===== src/rtl/multicycle_ctrl_pkg.sv =====
// Shared definitions for the multicycle MIPS-style controller.
// Holds the state encoding, the opcode/funct constants decoded by the
// controller, and the field codes used on the datapath select outputs.
package multicycle_ctrl_pkg;

  // State codes are visible on the state output, so the values are fixed.
  typedef enum logic [3:0] {
    StFetch  = 4'd0,
    StDecode = 4'd1,
    StMemAdr = 4'd2,
    StMemRd  = 4'd3,
    StMemWb  = 4'd4,
    StMemWr  = 4'd5,
    StExec   = 4'd6,
    StAluWb  = 4'd7,
    StBeq    = 4'd8,
    StImmEx  = 4'd9,
    StImmWb  = 4'd10,
    StJump   = 4'd11,
    StTrap   = 4'd12
  } state_e;

  // Opcodes (instruction bits 31:26).
  localparam logic [5:0] OpRtype = 6'h00;
  localparam logic [5:0] OpJ     = 6'h02;
  localparam logic [5:0] OpBeq   = 6'h04;
  localparam logic [5:0] OpAddi  = 6'h08;
  localparam logic [5:0] OpOri   = 6'h0d;
  localparam logic [5:0] OpLui   = 6'h0f;
  localparam logic [5:0] OpLw    = 6'h23;
  localparam logic [5:0] OpSw    = 6'h2b;

  // R-type funct codes that need the shifter on writeback.
  localparam logic [5:0] FnSll   = 6'h00;
  localparam logic [5:0] FnSrl   = 6'h02;

  // ALU operand B select.
  localparam logic [1:0] ArgBRegB   = 2'b00;
  localparam logic [1:0] ArgBConst4 = 2'b01;
  localparam logic [1:0] ArgBImm    = 2'b10;
  localparam logic [1:0] ArgBImmSh2 = 2'b11;

  // ALU operation class.
  localparam logic [1:0] AluAdd   = 2'b00;
  localparam logic [1:0] AluSub   = 2'b01;
  localparam logic [1:0] AluFunct = 2'b10;

  // Register file write data select.
  localparam logic [1:0] ResAlu      = 2'b00;
  localparam logic [1:0] ResMem      = 2'b01;
  localparam logic [1:0] ResShift    = 2'b10;
  localparam logic [1:0] ResShiftVar = 2'b11;

  // PC source select.
  localparam logic [1:0] PcAlu    = 2'b00;
  localparam logic [1:0] PcAluOut = 2'b01;
  localparam logic [1:0] PcJump   = 2'b10;

  // States that drive a memory request and therefore wait on the handshake.
  function automatic logic is_mem_state(state_e s);
    return (s == StFetch) || (s == StMemRd) || (s == StMemWr);
  endfunction

endpackage


===== src/rtl/multicycle_ctrl_dec.sv =====
// Combinational Moore output decoder for multicycle_ctrl.
// Ports:
//   i_state       current FSM state
//   i_op, i_funct IR opcode / funct, read combinationally in EXEC-side states
//   i_zero        ALU zero flag (gates the branch PC write)
//   i_mem_done    memory phase completes this cycle (ack or no-handshake)
//   o_*           datapath controls, see multicycle_ctrl for meanings
module multicycle_ctrl_dec
  import multicycle_ctrl_pkg::*;
#(
  parameter int unsigned OP_W    = 6,
  parameter int unsigned FUNCT_W = 6
) (
  input  state_e             i_state,
  input  logic [OP_W-1:0]    i_op,
  input  logic [FUNCT_W-1:0] i_funct,
  input  logic               i_zero,
  input  logic               i_mem_done,
  output logic               o_mem_req,
  output logic               o_mem_we,
  output logic               o_iord,
  output logic               o_ir_we,
  output logic               o_pc_we,
  output logic               o_arga_c,
  output logic [1:0]         o_argb_c,
  output logic [1:0]         o_aluop,
  output logic               o_ext_c,
  output logic               o_dest_reg_c,
  output logic               o_we_c,
  output logic [1:0]         o_result_c,
  output logic               o_sh_d_c,
  output logic [1:0]         o_pc_src,
  output logic               o_illegal
);

  logic w_is_ori;
  logic w_is_lui;
  logic w_is_sll;
  logic w_is_srl;

  assign w_is_ori = (i_op == OP_W'(OpOri));
  assign w_is_lui = (i_op == OP_W'(OpLui));
  assign w_is_sll = (i_funct == FUNCT_W'(FnSll));
  assign w_is_srl = (i_funct == FUNCT_W'(FnSrl));

  always_comb begin
    o_mem_req    = 1'b0;
    o_mem_we     = 1'b0;
    o_iord       = 1'b0;
    o_ir_we      = 1'b0;
    o_pc_we      = 1'b0;
    o_arga_c     = 1'b0;
    o_argb_c     = ArgBRegB;
    o_aluop      = AluAdd;
    o_ext_c      = 1'b0;
    o_dest_reg_c = 1'b0;
    o_we_c       = 1'b0;
    o_result_c   = ResAlu;
    o_sh_d_c     = 1'b0;
    o_pc_src     = PcAlu;
    o_illegal    = 1'b0;

    case (i_state)
      StFetch: begin
        // PC+4 is computed while the instruction is read; both land together.
        o_mem_req = 1'b1;
        o_argb_c  = ArgBConst4;
        o_ir_we   = i_mem_done;
        o_pc_we   = i_mem_done;
      end
      StDecode: begin
        // Branch target precomputed into ALU-out for a possible BEQ.
        o_argb_c = ArgBImmSh2;
      end
      StMemAdr: begin
        o_arga_c = 1'b1;
        o_argb_c = ArgBImm;
      end
      StMemRd: begin
        o_mem_req = 1'b1;
        o_iord    = 1'b1;
      end
      StMemWb: begin
        o_we_c       = 1'b1;
        o_dest_reg_c = 1'b1;
        o_result_c   = ResMem;
      end
      StMemWr: begin
        o_mem_req = 1'b1;
        o_mem_we  = 1'b1;
        o_iord    = 1'b1;
      end
      StExec: begin
        o_arga_c = 1'b1;
        o_aluop  = AluFunct;
      end
      StAluWb: begin
        o_we_c = 1'b1;
        if (w_is_sll) begin
          o_result_c = ResShift;
          o_sh_d_c   = 1'b1;
        end else if (w_is_srl) begin
          o_result_c = ResShift;
        end
      end
      StBeq: begin
        o_arga_c = 1'b1;
        o_aluop  = AluSub;
        o_pc_src = PcAluOut;
        o_pc_we  = i_zero;
      end
      StImmEx: begin
        o_arga_c = 1'b1;
        o_argb_c = ArgBImm;
        o_aluop  = w_is_ori ? AluFunct : AluAdd;
        o_ext_c  = w_is_lui;
      end
      StImmWb: begin
        o_we_c       = 1'b1;
        o_dest_reg_c = 1'b1;
      end
      StJump: begin
        o_pc_src = PcJump;
        o_pc_we  = 1'b1;
      end
      StTrap: begin
        o_illegal = 1'b1;
      end
      default: ;
    endcase
  end

endmodule


===== src/rtl/multicycle_ctrl.sv =====
// Multicycle MIPS-style control unit (Moore FSM).
// Ports:
//   clk, rst_n            clock (rising edge), async active-low reset
//   op_c, funct           IR opcode and R-type funct
//   zero                  ALU zero flag
//   mem_ack               memory transfer done (used only while mem_req=1)
//   mem_req/mem_we/iord   memory request, write strobe, address select
//   ir_we/pc_we           IR and PC load enables
//   argA_c/argB_c/aluop   ALU operand and operation selects
//   ext_c                 LUI upper-half immediate placement
//   dest_reg_c/we_c       regfile destination select and write enable
//   result_c/sh_d_c       writeback source and shift direction
//   pc_src                PC source select
//   state                 current state code
//   illegal               one-cycle pulse on an unknown opcode
// MEM_HS=1 makes memory states wait for mem_ack; MEM_HS=0 makes them one cycle.
module multicycle_ctrl
  import multicycle_ctrl_pkg::*;
#(
  parameter int unsigned MEM_HS  = 1,
  parameter int unsigned OP_W    = 6,
  parameter int unsigned FUNCT_W = 6
) (
  input  logic               clk,
  input  logic               rst_n,
  input  logic [OP_W-1:0]    op_c,
  input  logic [FUNCT_W-1:0] funct,
  input  logic               zero,
  input  logic               mem_ack,
  output logic               mem_req,
  output logic               mem_we,
  output logic               iord,
  output logic               ir_we,
  output logic               pc_we,
  output logic               argA_c,
  output logic [1:0]         argB_c,
  output logic [1:0]         aluop,
  output logic               ext_c,
  output logic               dest_reg_c,
  output logic               we_c,
  output logic [1:0]         result_c,
  output logic               sh_d_c,
  output logic [1:0]         pc_src,
  output logic [3:0]         state,
  output logic               illegal
);

  state_e r_state;
  state_e w_state_nxt;
  logic   w_mem_done;

  // mem_ack is qualified by the state so it has no effect outside memory states.
  assign w_mem_done = is_mem_state(r_state) & ((MEM_HS != 0) ? mem_ack : 1'b1);

  always_ff @(posedge clk or negedge rst_n) begin
    if (!rst_n) begin
      r_state <= StFetch;
    end else begin
      r_state <= w_state_nxt;
    end
  end

  always_comb begin
    w_state_nxt = StFetch;
    case (r_state)
      StFetch:  w_state_nxt = w_mem_done ? StDecode : StFetch;
      StDecode: begin
        case (op_c)
          OP_W'(OpLw), OP_W'(OpSw):                 w_state_nxt = StMemAdr;
          OP_W'(OpRtype):                           w_state_nxt = StExec;
          OP_W'(OpBeq):                             w_state_nxt = StBeq;
          OP_W'(OpAddi), OP_W'(OpOri), OP_W'(OpLui): w_state_nxt = StImmEx;
          OP_W'(OpJ):                               w_state_nxt = StJump;
          default:                                  w_state_nxt = StTrap;
        endcase
      end
      // Only LW and SW reach MEMADR, so anything other than SW is a load.
      StMemAdr: w_state_nxt = (op_c == OP_W'(OpSw)) ? StMemWr : StMemRd;
      StMemRd:  w_state_nxt = w_mem_done ? StMemWb : StMemRd;
      StMemWb:  w_state_nxt = StFetch;
      StMemWr:  w_state_nxt = w_mem_done ? StFetch : StMemWr;
      StExec:   w_state_nxt = StAluWb;
      StImmEx:  w_state_nxt = StImmWb;
      // ALUWB, BEQ, IMMWB, JUMP, TRAP and unused codes all return to fetch.
      default:  w_state_nxt = StFetch;
    endcase
  end

  assign state = r_state;

  multicycle_ctrl_dec #(
    .OP_W    (OP_W),
    .FUNCT_W (FUNCT_W)
  ) u_dec (
    .i_state      (r_state),
    .i_op         (op_c),
    .i_funct      (funct),
    .i_zero       (zero),
    .i_mem_done   (w_mem_done),
    .o_mem_req    (mem_req),
    .o_mem_we     (mem_we),
    .o_iord       (iord),
    .o_ir_we      (ir_we),
    .o_pc_we      (pc_we),
    .o_arga_c     (argA_c),
    .o_argb_c     (argB_c),
    .o_aluop      (aluop),
    .o_ext_c      (ext_c),
    .o_dest_reg_c (dest_reg_c),
    .o_we_c       (we_c),
    .o_result_c   (result_c),
    .o_sh_d_c     (sh_d_c),
    .o_pc_src     (pc_src),
    .o_illegal    (illegal)
  );

endmodule


===== config.mk =====
export PLATFORM = sky130hd
export DESIGN_NAME = multicycle_ctrl
export DESIGN_NICKNAME = d
export VERILOG_FILES = /design/src/rtl/multicycle_ctrl_pkg.sv /design/src/rtl/multicycle_ctrl_dec.sv /design/src/rtl/multicycle_ctrl.sv
export SDC_FILE = /design/constraint.sdc
export NUM_CORES = 1
export LEC_CHECK = 0
export ABC_AREA = 0
export BUFFER_PORTS_ARGS = -buffer_cell sky130_fd_sc_hd__buf_2
export CORE_MARGIN = 2
export CORE_UTILIZATION = 40
export CTS_BUF_LIST = sky130_fd_sc_hd__clkbuf_4
export CTS_CLUSTER_SIZE = 10
export DETAILED_ROUTE_END_ITERATION = 12
export GPL_ROUTABILITY_DRIVEN = 0
export PLACE_DENSITY = 0.74
export SYNTH_ARGS = -nofsm -noshare
export SYNTH_HDL_FRONTEND = slang
export SYNTH_HIERARCHICAL = 1
export SYNTH_SLANG_ARGS = --single-unit

===== constraint.sdc =====
create_clock -name clk -period 2.4 [get_ports clk]
set_clock_uncertainty 0.15 [all_clocks]
set_input_delay 0.48 -clock clk [delete_from_list [all_inputs] [get_ports clk]]
set_output_delay 0.48 -clock clk [all_outputs]
set_load 0.005 [all_outputs]

==> summary by stage, run 1 <==
Placement
Input and output buffers added on the ports amount to 38. After legalization and detailed placement, the total HPWL measured 1430 um. The minimum setup slack after placement is 0.254 ns. After detailed placement, the total cell area comes to 865 sq um.

Logic synthesis
The number of distinct standard cells referenced by the synthesized netlist is 43. The count of flip-flops with a built-in enable after synthesis is 0. Counting every instance in the synthesized netlist gives 92. The dominant combinational cell family by area after synthesis is simple AND/OR/NAND/NOR gates. The mapped netlist covers 677 sq um. In the synthesized netlist the async set-or-reset flop fraction comes to 100%. The most used flip-flop cell after synthesis is sky130_fd_sc_hd__dfrtp_1. The area share of fa/ha/maj cells after synthesis is 0%.

The portion of synthesized area spent on multiplexers is 4.99%. The compound-gate portion of the synthesized area is 18.5%. Synthesis produced a netlist with a net count of 108. Of the total synthesized cell area, the portion taken by XOR and XNOR cells is 3.88%. The number of warnings printed during yosys synthesis is 6. The simple-gate share of the synthesized area is 49.5%.

The synthesized design contains 4 register bits. The fraction of the yosys area taken by sequential cells is 14.8%. Dividing the synthesized area by the synthesized cell count gives 7.36 sq um.

Final layout
The layout has 159 filler cells. 0 antenna diodes ended up in the layout. Relative to the synthesized area, the layout overhead comes to 35.1%. The net count of the finished layout is 150.

Summing all multi-input logic gate instances after layout gives 520 sq um. The post-route netlist has 45.5% of its cells at a drive strength greater than 1. The finished cells cover 915 sq um.

Across the whole layout, storage elements account for 103 sq um. The register with the most flip-flops in the layout has 4 of them.

Detailed routing
The final routed wire length divided by cell count is 12.7 um. The iteration-0 DRC count of the detailed router is 21. The length of the first detailed-routing pass in iterations is 4.

The post-detailed-route via-to-cell ratio is 5.60. The wire length reported by the detailed router is 1880 um. The total number of vias is 829. In this run the remaining antenna-violating nets after routing total 0. In the routed design, unresolved DRC markers number 0.

Run
Across the run, the number of max-cap violations was 0.

Global routing
Entering global routing, the biggest net connects 17 pins. The final global-route overflow total is 0. Global routing consumed, over all layers together, 18.8% of the routing resources. The via count of the first global-routing pass is 691. The number of antenna violations at the first check in global routing is 0.

The first global-routing pass estimated 2860 um of wire.

Setup path
Tracing the worst setup path back leads to its startpoint at state[1]. Data arrives at the worst endpoint at 1.68 ns. The critical path ends at argB_c[1]. STA classifies the critical path startpoint as a register. Together, buffers and inverters on the worst path number 2.

The critical path crosses 4 cells after its start point. The reg-to-reg startpoint is state[2]. The critical path goes through buf_4 -> or3b_2 -> a21oi_1 -> buf_2.

The slowest stage of the critical path is the sky130_fd_sc_hd__or3b_2 cell. The type of the worst setup path is register to output pin. The required time at the worst-slack endpoint is 1.77 ns. The number of cells on the worst reg-to-reg path is 5.

The kind of end point of the critical path is an output pin. In this run the register-to-register setup slack is 0.81 ns. The largest delay contributor family on the critical path is simple AND/OR/NAND/NOR gates. For this run, the slowest stage of the critical path takes 0.48 ns. The worst register-to-register path ends at state[2]. Along the worst path, the maximum fanout reaches 14.

STA
Setup violations remaining at the end of the flow were counted as 0. Setup total negative slack on the finished layout was measured at 0 ns. For the pin with the worst max-slew slack, the measured transition is 0.387 ns. The worst hold margin is 0.413 ns. The number of hold violations in the final report is 0. The post-layout minimum cycle time is 2.31 ns. The count of final max-slew check failures is 0.

The worst pin sits at a relative slew slack of 73.5%. The fmax is 432 MHz. After layout, the worst path uses 96.4% of the clock period. The setup slack of the critical path after layout is 0.0865 ns.

Power and ir drop
The switching portion of total power is 46.5%. Summed over all nets, the switching power comes to 0.000451 W. Across the VDD grid, the largest voltage drop is 0.681 mV. The power per standard cell area is 1060 nW/um^2. Summed over all cells, the static leakage comes to 0.444 nW. Combinational logic is responsible for 72.7% of the overall power. The proportion of power drawn by flip-flops and latches is 18.2%. The proportion of power drawn by the clock network is 9.0%.

The cell-internal power is 0.000519 W.

Clocking
The root buffer cell is sky130_fd_sc_hd__clkbuf_4. The clock reaches the later pin of the worst-skew pair after 0.24 ns. The CTS H-tree depth is 1.

The maximum clock path buffer count is 2. The clock-pin slew on the worst setup and hold paths is 0.04 ns. TritonCTS built the clock tree. The CTS sink count is 4.

The number of clock buffers added by TritonCTS is 3.

Min path
The worst min-delay path class is primary input to register. The hold path depth is 2.

Floorplan
Once the floorplan was initialized, standard cells occupied 43.9% of the core. The die width is 45.1 um. The row count is 14.

The die outline height is 45.1 um. Pin placement for this block handled 39 I/O pins. The placeable core region is 1540 sq um.

The floorplan step defined a die boundary enclosing 2040 sq um.

Run status
The run finished with clean final reports.
## logic make-up after synthesis
logic type      after synthesis
simple gates                 55
flops                         4
mux                           3
buf+inv                       9
xor+xnor                      3
compound gates               18
## metal layers
layer  part of all wire, %  vias up  wire [um]  GRT usage [%]
li1                      -      423          -              -
met5                     0        -          0              0
met3                   5.6        2        106           2.80
met1                    45      374        853           21.8
met2                    48       30        899           34.3
met4                  0.91        0         17           7.06
## repair_timing
action                     CTS  global route
setup endpoints to repair    1             6
gates cloned                 0             0
gates resized for setup      1             1
buffers inserted             0             2
hold endpoints to repair     4             0
hold buffers                 1             0
## through the flow
step,cells,util [%],total power (W)
2_1_floorplan,92,-,0.000632
3_3_place_gp,142,56.1,0.000821
3_5_place_dp,142,56.1,0.000843
4_1_cts,146,58.3,0.000938
5_1_grt,148,59.3,0.00105
6_report,148,59.3,0.000970
## synth_stat cells (2+ instances only)
library cell / instances / area (sq um)
sky130_fd_sc_hd__nand2b_4: 2 / 27.5
sky130_fd_sc_hd__buf_4: 3 / 22.5
sky130_fd_sc_hd__nor3b_1: 2 / 15.0
sky130_fd_sc_hd__nor4_1: 2 / 12.5
sky130_fd_sc_hd__nand3b_1: 3 / 22.5
sky130_fd_sc_hd__dfrtp_1: 4 / 100
sky130_fd_sc_hd__nor3_1: 7 / 35.0
sky130_fd_sc_hd__a21oi_1: 3 / 15.0
sky130_fd_sc_hd__buf_2: 3 / 15.0
sky130_fd_sc_hd__nand2_1: 5 / 18.8
sky130_fd_sc_hd__mux2_2: 3 / 33.8
sky130_fd_sc_hd__and3_1: 2 / 12.5
sky130_fd_sc_hd__nor2_1: 13 / 48.8
sky130_fd_sc_hd__xor2_1: 2 / 17.5
sky130_fd_sc_hd__nand3_1: 3 / 15.0
sky130_fd_sc_hd__o21ai_0: 5 / 25.0
sky130_fd_sc_hd__nor2b_1: 3 / 18.8
sky130_fd_sc_hd__nand2b_1: 2 / 12.5
## worst min-delay path by stage
| stage | startpoint | to | slack [ns] |
|---|---|---|---|
| final | op_c[4] | state[3] | 0.41 |
| after global routing | rst_n | state[3] | 0.43 |
| after CTS | rst_n | state[1] | 0.42 |
| after detailed placement | rst_n | state[2] | 0.14 |
| after global placement | rst_n | state[2] | 0.14 |
| after floorplan | rst_n | state[0] | 0.03 |
## power groups by stage
stage,Clock (W),Combinational (W),Sequential [W]
global placement,0,0.000646,0.000174
global route,0.0000927,0.000774,0.000184
floorplan,0,0.000489,0.000142
detailed placement,0,0.000667,0.000176
finish,0.0000877,0.000705,0.000177
CTS,0.0000889,0.000671,0.000178
## worst reg2reg max path, cell delays in order (launching register included)
cell and delay (ns):
sky130_fd_sc_hd__dfrtp_1 0.43, sky130_fd_sc_hd__buf_4 0.24, sky130_fd_sc_hd__and2b_1 0.21, sky130_fd_sc_hd__o22ai_1 0.15, sky130_fd_sc_hd__nor4_1 0.08, sky130_fd_sc_hd__a31o_1 0.21
## cell type report
type,count,share of cell area (%)
inverter,1,0.410
sequential,4,11.2
tap,16,2.19
clock buffer,3,2.46
multi-input combinational,79,56.9
timing repair buffer,45,26.8
## cells in the final DEF, fill, tap and decap left out, types with 2 or more instances in the layout
master and count:
sky130_fd_sc_hd__nor2_1 13, sky130_fd_sc_hd__and3_1 2, sky130_fd_sc_hd__clkbuf_4 3, sky130_fd_sc_hd__nor3b_1 2, sky130_fd_sc_hd__mux2_2 3, sky130_fd_sc_hd__buf_4 6, sky130_fd_sc_hd__nand2b_1 2, sky130_fd_sc_hd__o21ai_0 5
sky130_fd_sc_hd__nand2_1 5, sky130_fd_sc_hd__nand3b_1 3, sky130_fd_sc_hd__dfrtp_1 2, sky130_fd_sc_hd__nand2b_4 2, sky130_fd_sc_hd__nand3_1 3, sky130_fd_sc_hd__nor2b_1 3, sky130_fd_sc_hd__xor2_1 2, sky130_fd_sc_hd__buf_2 38
sky130_fd_sc_hd__nor3_1 7, sky130_fd_sc_hd__a21oi_1 3, sky130_fd_sc_hd__dfrtp_2 2, sky130_fd_sc_hd__nor4_1 2
No activity file was read; power rests on OpenSTA's default activity.
==> inputs of run 2 (changes only) <==
clock period = 2.55 ns   (was 2.4 ns; I/O delays follow)
==> summary by stage, run 2 (synthesized netlist as in run 1, its figures left out) <==
Run status
Status: finished, final reports clean (unchanged).

Detailed routing
The length of the first detailed-routing pass in iterations is 4 (unchanged). The iteration-0 DRC count of the detailed router came to 6 (was 21). The final routed wire length divided by cell count is 11.7 um (was 12.7 um). The count of nets left with antenna violations after detail routing came to 0 (unchanged). The total number of vias is 806 (was 829). The detailed-route DRC error count is 0 (unchanged). The post-detailed-route via-to-cell ratio came to 5.48 (was 5.60). The wire length reported by the detailed router came to 1720 um (was 1880 um).

Final layout
The commonest non-fill, non-tap cell in the layout is sky130_fd_sc_hd__buf_2 (unchanged). The share of post-route cells with drive strength above 1 is 44.3% (was 45.5%). The synthesis-to-layout area growth was 33.8% (was 35.1%). The antenna cell count was 0 (unchanged). The flip-flop count of the largest register, all copies and words added was 4 (unchanged). Highest-count cells in the layout ignoring fill and taps: sky130_fd_sc_hd__buf_2, sky130_fd_sc_hd__nor2_1, sky130_fd_sc_hd__nor3_1 (unchanged). The fill cell total of the finished layout came to 158 (was 159).

The number of nets at the end of the flow is 149 (was 150).

Setup path
The required time at the worst-slack endpoint is 1.89 ns (was 1.77 ns). The largest fanout on the critical path is 13 (was 14). Cell chain of the critical path: xor2_1 -> o21ai_0 -> and3b_1 -> mux2_2 -> nand2_1 -> a21oi_1 -> buf_2 (was buf_4 -> or3b_2 -> a21oi_1 -> buf_2). The type of the worst setup path was register to output pin (unchanged). The worst stage delay on the critical path is 0.54 ns (was 0.48 ns). The kind of end point of the critical path is an output pin (unchanged).

The element type at the critical path start is a register (unchanged). The data arrival time of the worst path came to 1.73 ns (was 1.68 ns). The setup slack of the most critical reg-to-reg path came to 0.95 ns (was 0.81 ns).

The number of buffers and inverters on the critical path is 1 (was 2). The cell type of the slowest stage on the worst timing path is sky130_fd_sc_hd__dfrtp_1 (was sky130_fd_sc_hd__or3b_2). The largest delay contributor family on the critical path is flip-flops (was simple AND/OR/NAND/NOR gates).

Placement
The minimum setup slack after placement is 0.360 ns (was 0.254 ns). The count of buffers inserted at the top-level ports is 38 (unchanged). The placed wire-length estimate came to 1350 um (was 1430 um).

Power and ir drop
The maximum VDD drop is 0.482 mV (was 0.681 mV). The static leakage power is 0.439 nW (was 0.444 nW). The total chip power came to 0.000871 W (was 0.000970 W). The power per standard cell area is 962 nW/um^2 (was 1060 nW/um^2).

STA
Derived from the worst setup path, the maximum achievable clock frequency is 419 MHz. The worst slew slack as a fraction of its limit is 66.6% (was 73.5%). The final critical path takes up 93.5% of the cycle. The aggregate negative setup slack came to 0 ns (unchanged). The number of hold violations in the final report came to 0 (unchanged). The setup slack of the critical path after layout came to 0.165 ns (was 0.0865 ns). The pin slew with the least headroom to its limit is 0.501 ns (was 0.387 ns). The count of final max-slew check failures was 0 (unchanged). The count of endpoints failing setup in the final report is 0 (unchanged). Setup repair after global routing left no endpoint under its margin. The post-layout minimum cycle time is 2.39 ns.

Clocking
The maximum clock path buffer count came to 2 (unchanged). The root buffer cell is sky130_fd_sc_hd__clkbuf_4 (unchanged). The source-to-sink clock delay at the later pin of the worst-skew pair is 0.23 ns (was 0.24 ns). The number of buffers inserted during clock tree synthesis is 3 (unchanged). The clock-pin slew on the worst setup and hold paths is 0.04 ns (about the same).

The CTS H-tree depth is 1 (unchanged). The CTS sink count is 4 (unchanged). The clock tree from TritonCTS is built (unchanged).

Global routing
The total global routing track utilization is 18.8% (about the same). The global-route wire length before repair is 2820 um (was 2860 um). The via count of the first global-routing pass is 683 (was 691). The largest net degree at the start of global routing is 20 (was 17). The number of antenna violations at the first check in global routing is 0 (unchanged). The final global-route overflow total is 0 (unchanged).

Floorplan
The starting utilization of the core area is 43.9% (unchanged). The placeable core region is 1540 sq um (unchanged). The die width is 45.1 um (unchanged). The die outline height is 45.1 um (unchanged).

The total die area was 2040 sq um (unchanged). The row count is 14 (unchanged). The number of primary I/O pins is 39 (unchanged).

Min path
The worst min-delay path class was primary input to register (unchanged).

Run
The max-cap check violation count is 0 (unchanged).
-- run 2: cell count changes in the layout (fill, tap and decap cells not counted) --
cell	change
sky130_fd_sc_hd__buf_4	-1
sky130_fd_sc_hd__dfrtp_1	+1
sky130_fd_sc_hd__dfrtp_2	-1
-- run 2: worst reg2reg max path: stages, from the launching register on --
cell                        delay, ns
sky130_fd_sc_hd__dfrtp_1         0.48
sky130_fd_sc_hd__buf_4           0.22
sky130_fd_sc_hd__nand2b_4        0.14
sky130_fd_sc_hd__a2111oi_0       0.34
sky130_fd_sc_hd__a31o_1          0.21
-- run 2: metrics by stage --
stage          instance area, sq um  hold slack (ns)  util (%)  std cells
2_1_floorplan                   677           0.0644         -         92
3_3_place_gp                    872            0.168      56.6        143
3_5_place_dp                    872            0.167      56.6        143
4_1_cts                         905            0.452      58.7        147
5_1_grt                         906            0.470      58.8        147
6_report                        906            0.465      58.8        147
-- run 2: area by class of cell --
| cell class | instances | area [sq um] | area share (%) |
|---|---|---|---|
| multi-input combinational | 79 | 520 | 57.5 |
| timing repair buffer | 44 | 238 | 26.2 |
| sequential | 4 | 101 | 11.2 |
| clock buffer | 3 | 22.5 | 2.49 |
| tap | 16 | 20.0 | 2.21 |
| inverter | 1 | 3.75 | 0.414 |
-- run 2: worst paths after layout --
path / endpoint / startpoint / depth (start not counted)
worst max-delay path: pc_we / state[2] / 7
worst min-delay path: state[3] / op_c[4] / 2
worst max register to register: state[2] / state[1] / 4
worst min register to register: state[0] / state[3] / 1
max in group asynchronous: state[0] / rst_n / 2
min in group asynchronous: state[2] / rst_n / 2
-- run 2: what timing repair did --
action	in CTS	in global routing
setup buffers	0	0
resized for setup	0	1
hold buffers	1	0
endpoints found under the hold margin	4	0
setup endpoints to repair	0	1
-- run 2: report_power, final --
part | internal (W) | leakage (nW) | switching (W) | total (W)
Clock | 0.0000526 | 0.0138 | 0.0000248 | 0.0000773
Combinational | 0.000333 | 0.374 | 0.000279 | 0.000611
Sequential | 0.0000918 | 0.0510 | 0.0000911 | 0.000183
Total | 0.000477 | 0.439 | 0.000394 | 0.000871
-- run 2: layer usage --
metal	track usage, %	share of wire, %
met1	22.0	43
met3	2.80	7.2
met4	8.82	0.23
met5	0	0
met2	33.1	50
==> inputs of run 3 (changes only) <==
CELL_PAD_IN_SITES_DETAIL_PLACEMENT = 0   (was not set)
CELL_PAD_IN_SITES_GLOBAL_PLACEMENT = 2   (was not set)
CORE_UTILIZATION = 20   (was 40)
PLACE_DENSITY = 0.76   (was 0.74)
clock period = 2 ns   (was 2.55 ns; I/O delays follow)
==> summary by stage, run 3 (synthesized netlist as in run 1, its figures left out) <==
Final layout
The flip-flop count of the largest register, all copies and words added is 4 (unchanged). The final design utilization is 36.3% (was 58.8%). The area used by multi-input combinational logic is 594 sq um (was 520 sq um).

The synthesis-to-layout area growth is 76.2% (was 33.8%). The antenna cell count is 0 (unchanged). The share of post-route cells with drive strength above 1 is 61.3% (was 44.3%). The combined flip-flop and latch cell area is 104 sq um (was 101 sq um). The fill cell total of the finished layout came to 352 (was 158). The commonest non-fill, non-tap cell in the layout is sky130_fd_sc_hd__buf_2 (unchanged). Highest-count cells in the layout ignoring fill and taps: sky130_fd_sc_hd__buf_2, sky130_fd_sc_hd__buf_4, sky130_fd_sc_hd__nor2_1 (was sky130_fd_sc_hd__buf_2, sky130_fd_sc_hd__nor2_1, sky130_fd_sc_hd__nor3_1). The number of nets at the end of the flow is 168 (was 149).

Detailed routing
The iteration-0 DRC count of the detailed router is 16 (was 6). The final routed wire length divided by cell count was 10.9 um (was 11.7 um). The detailed-route DRC error count is 0 (unchanged). The total number of vias is 878 (was 806). The wire length reported by the detailed router is 2140 um (was 1720 um). The post-detailed-route via-to-cell ratio came to 4.48 (was 5.48). The count of nets left with antenna violations after detail routing is 0 (unchanged).

The length of the first detailed-routing pass in iterations was 4 (unchanged).

STA
The pin slew with the least headroom to its limit is 0.372 ns (was 0.501 ns). The worst slew slack as a fraction of its limit is 74.5% (was 66.6%). After layout, the worst path uses 108% of the clock period.

The number of hold violations in the final report is 0 (unchanged). Timing would allow up to 465 MHz. The count of final max-slew check failures was 0 (unchanged). The setup slack of the critical path after layout came to -0.153 ns (was 0.165 ns).

The count of endpoints failing setup in the final report is 5 (was 0). The post-layout minimum cycle time is 2.15 ns. Unrepaired setup endpoints after global routing: true (was false). The worst hold margin came to 0.341 ns (was 0.465 ns).

Global routing
The final global-route overflow total came to 0 (unchanged). The global-route wire length before repair was 3410 um (was 2820 um). The number of antenna violations at the first check in global routing is 0 (unchanged).

The total global routing track utilization came to 10.8% (was 18.8%). The via count of the first global-routing pass came to 767 (was 683). The largest net degree at the start of global routing came to 17 (was 20).

Setup path
The element type at the critical path start is a register (unchanged). The data arrival time of the worst path was 1.60 ns (was 1.73 ns). The required time at the worst-slack endpoint is 1.45 ns (was 1.89 ns). The largest fanout on the critical path is 4 (was 13). The type of the worst setup path is register to output pin (unchanged). The kind of end point of the critical path is an output pin (unchanged).

Floorplan
The total die area is 3870 sq um (was 2040 sq um). The row count came to 21 (was 14). The die width is 62.2 um (was 45.1 um). The placeable core region is 3280 sq um (was 1540 sq um). The number of primary I/O pins was 39 (unchanged).

The starting utilization of the core area was 20.6% (was 43.9%). The die outline height was 62.2 um (was 45.1 um).

Clocking
The CTS H-tree depth is 1 (unchanged). The source-to-sink clock delay at the later pin of the worst-skew pair is 0.23 ns (about the same). The CTS sink count was 4 (unchanged). The clock-pin slew on the worst setup and hold paths is 0.04 ns (about the same). The root buffer cell is sky130_fd_sc_hd__clkbuf_4 (unchanged). The maximum clock path buffer count is 2 (unchanged). The clock tree from TritonCTS is built (unchanged). The number of buffers inserted during clock tree synthesis is 3 (unchanged).

Power and ir drop
The switching component of the power is 0.000642 W (was 0.000394 W). The switching portion of total power is 41.4% (was 45.3%). The combinational fraction of design power is 82.1% (was 70.1%).

The maximum VDD drop is 0.312 mV (was 0.482 mV). The proportion of power drawn by flip-flops and latches is 11.7% (was 21.0%). The static leakage power is 0.564 nW (was 0.439 nW).

The proportion of power drawn by the clock network was 6.3% (was 8.9%). The cell-internal power came to 0.000908 W (was 0.000477 W). The power per standard cell area is 1300 nW/um^2 (was 962 nW/um^2).

Run
The max-cap check violation count is 0 (unchanged).

Placement
The count of buffers inserted at the top-level ports is 38 (unchanged). The placed wire-length estimate is 1620 um (was 1350 um).

Run status
The final reports fail on setup timing. Status: complete, but fails checks (was finished, final reports clean).

Min path
The worst min-delay path class was primary input to register (unchanged).
## run 3: cell count changes in the layout (fill, tap and decap cells not counted), moves of 2 or more
cell and delta:
sky130_fd_sc_hd__buf_4 +11, sky130_fd_sc_hd__buf_6 +8, sky130_fd_sc_hd__dfrtp_1 -2, sky130_fd_sc_hd__dfrtp_2 +2, sky130_fd_sc_hd__mux2_2 -2, sky130_fd_sc_hd__mux2_4 +2
sky130_fd_sc_hd__nor2_1 -3, sky130_fd_sc_hd__nor2_2 +2, sky130_fd_sc_hd__nor3_1 -3, sky130_fd_sc_hd__nor3_2 +3, sky130_fd_sc_hd__o21ai_0 -3, sky130_fd_sc_hd__o21ai_2 +2
## run 3: critical path, cell delays in order, from the launching register on
cell                       delay, ns
sky130_fd_sc_hd__dfrtp_2        0.39
sky130_fd_sc_hd__buf_4          0.14
sky130_fd_sc_hd__nand2b_4       0.06
sky130_fd_sc_hd__or4_4          0.43
sky130_fd_sc_hd__o31ai_2        0.21
sky130_fd_sc_hd__buf_2          0.14
## run 3: path summary, 6_finish.rpt
kind	to	depth (start not counted)	slack (ns)	startpoint
setup / recovery	aluop[1]	5	-0.15	state[0]
hold / removal	state[3]	2	0.34	op_c[4]
setup reg to reg	state[2]	6	0.37	state[2]
hold reg to reg	state[0]	2	0.53	state[3]
max in group asynchronous	state[3]	2	1.20	rst_n
min in group asynchronous	state[1]	2	0.37	rst_n
## run 3: cell type report
type / instances / area share [%]
Clock buffer: 3 / 1.89
Inverter: 1 / 0.315
Multi-Input combinational cell: 79 / 49.8
Sequential cell: 4 / 8.71
Tap cell: 46 / 4.83
Timing Repair Buffer: 63 / 34.4
## run 3: through the flow
stage          cells  power [W]  instance area (sq um)  setup WS (ns)  setup TNS (ns)
4_1_cts          188    0.00129                   1050         -0.160          -0.732
3_3_place_gp     181    0.00108                    970         0.0903               0
5_1_grt          196    0.00169                   1190         -0.234          -0.871
6_report         196    0.00155                   1190         -0.153          -0.365
2_1_floorplan     92   0.000758                    677         0.0936               0
3_5_place_dp     181    0.00110                    970         0.0746               0
## run 3: power by group through the flow
stage                clock, W  combinational [W]  sequential [W]
floorplan                   0           0.000587        0.000171
global placement            0           0.000918        0.000164
detailed placement          0           0.000927        0.000168
CTS                  0.000105            0.00101        0.000179
global route         0.000114            0.00138        0.000190
finish              0.0000970            0.00127        0.000181
## run 3: routing by layer
metal | routed length, um | global-route usage [%] | up-vias
li1 | - | - | 455
met4 | 27 | 6.67 | 0
met3 | 147 | 2.36 | 2
met5 | 0 | 0 | -
met1 | 894 | 12.9 | 390
met2 | 1070 | 17.7 | 31
## run 3: what timing repair did
action,4_1_cts,5_1_grt
endpoints found under the hold margin,4,0
hold buffers,1,0
cloned,0,0
buffers inserted,3,9
pin swaps,1,5
gates resized for setup,9,24
setup endpoints to repair,10,12
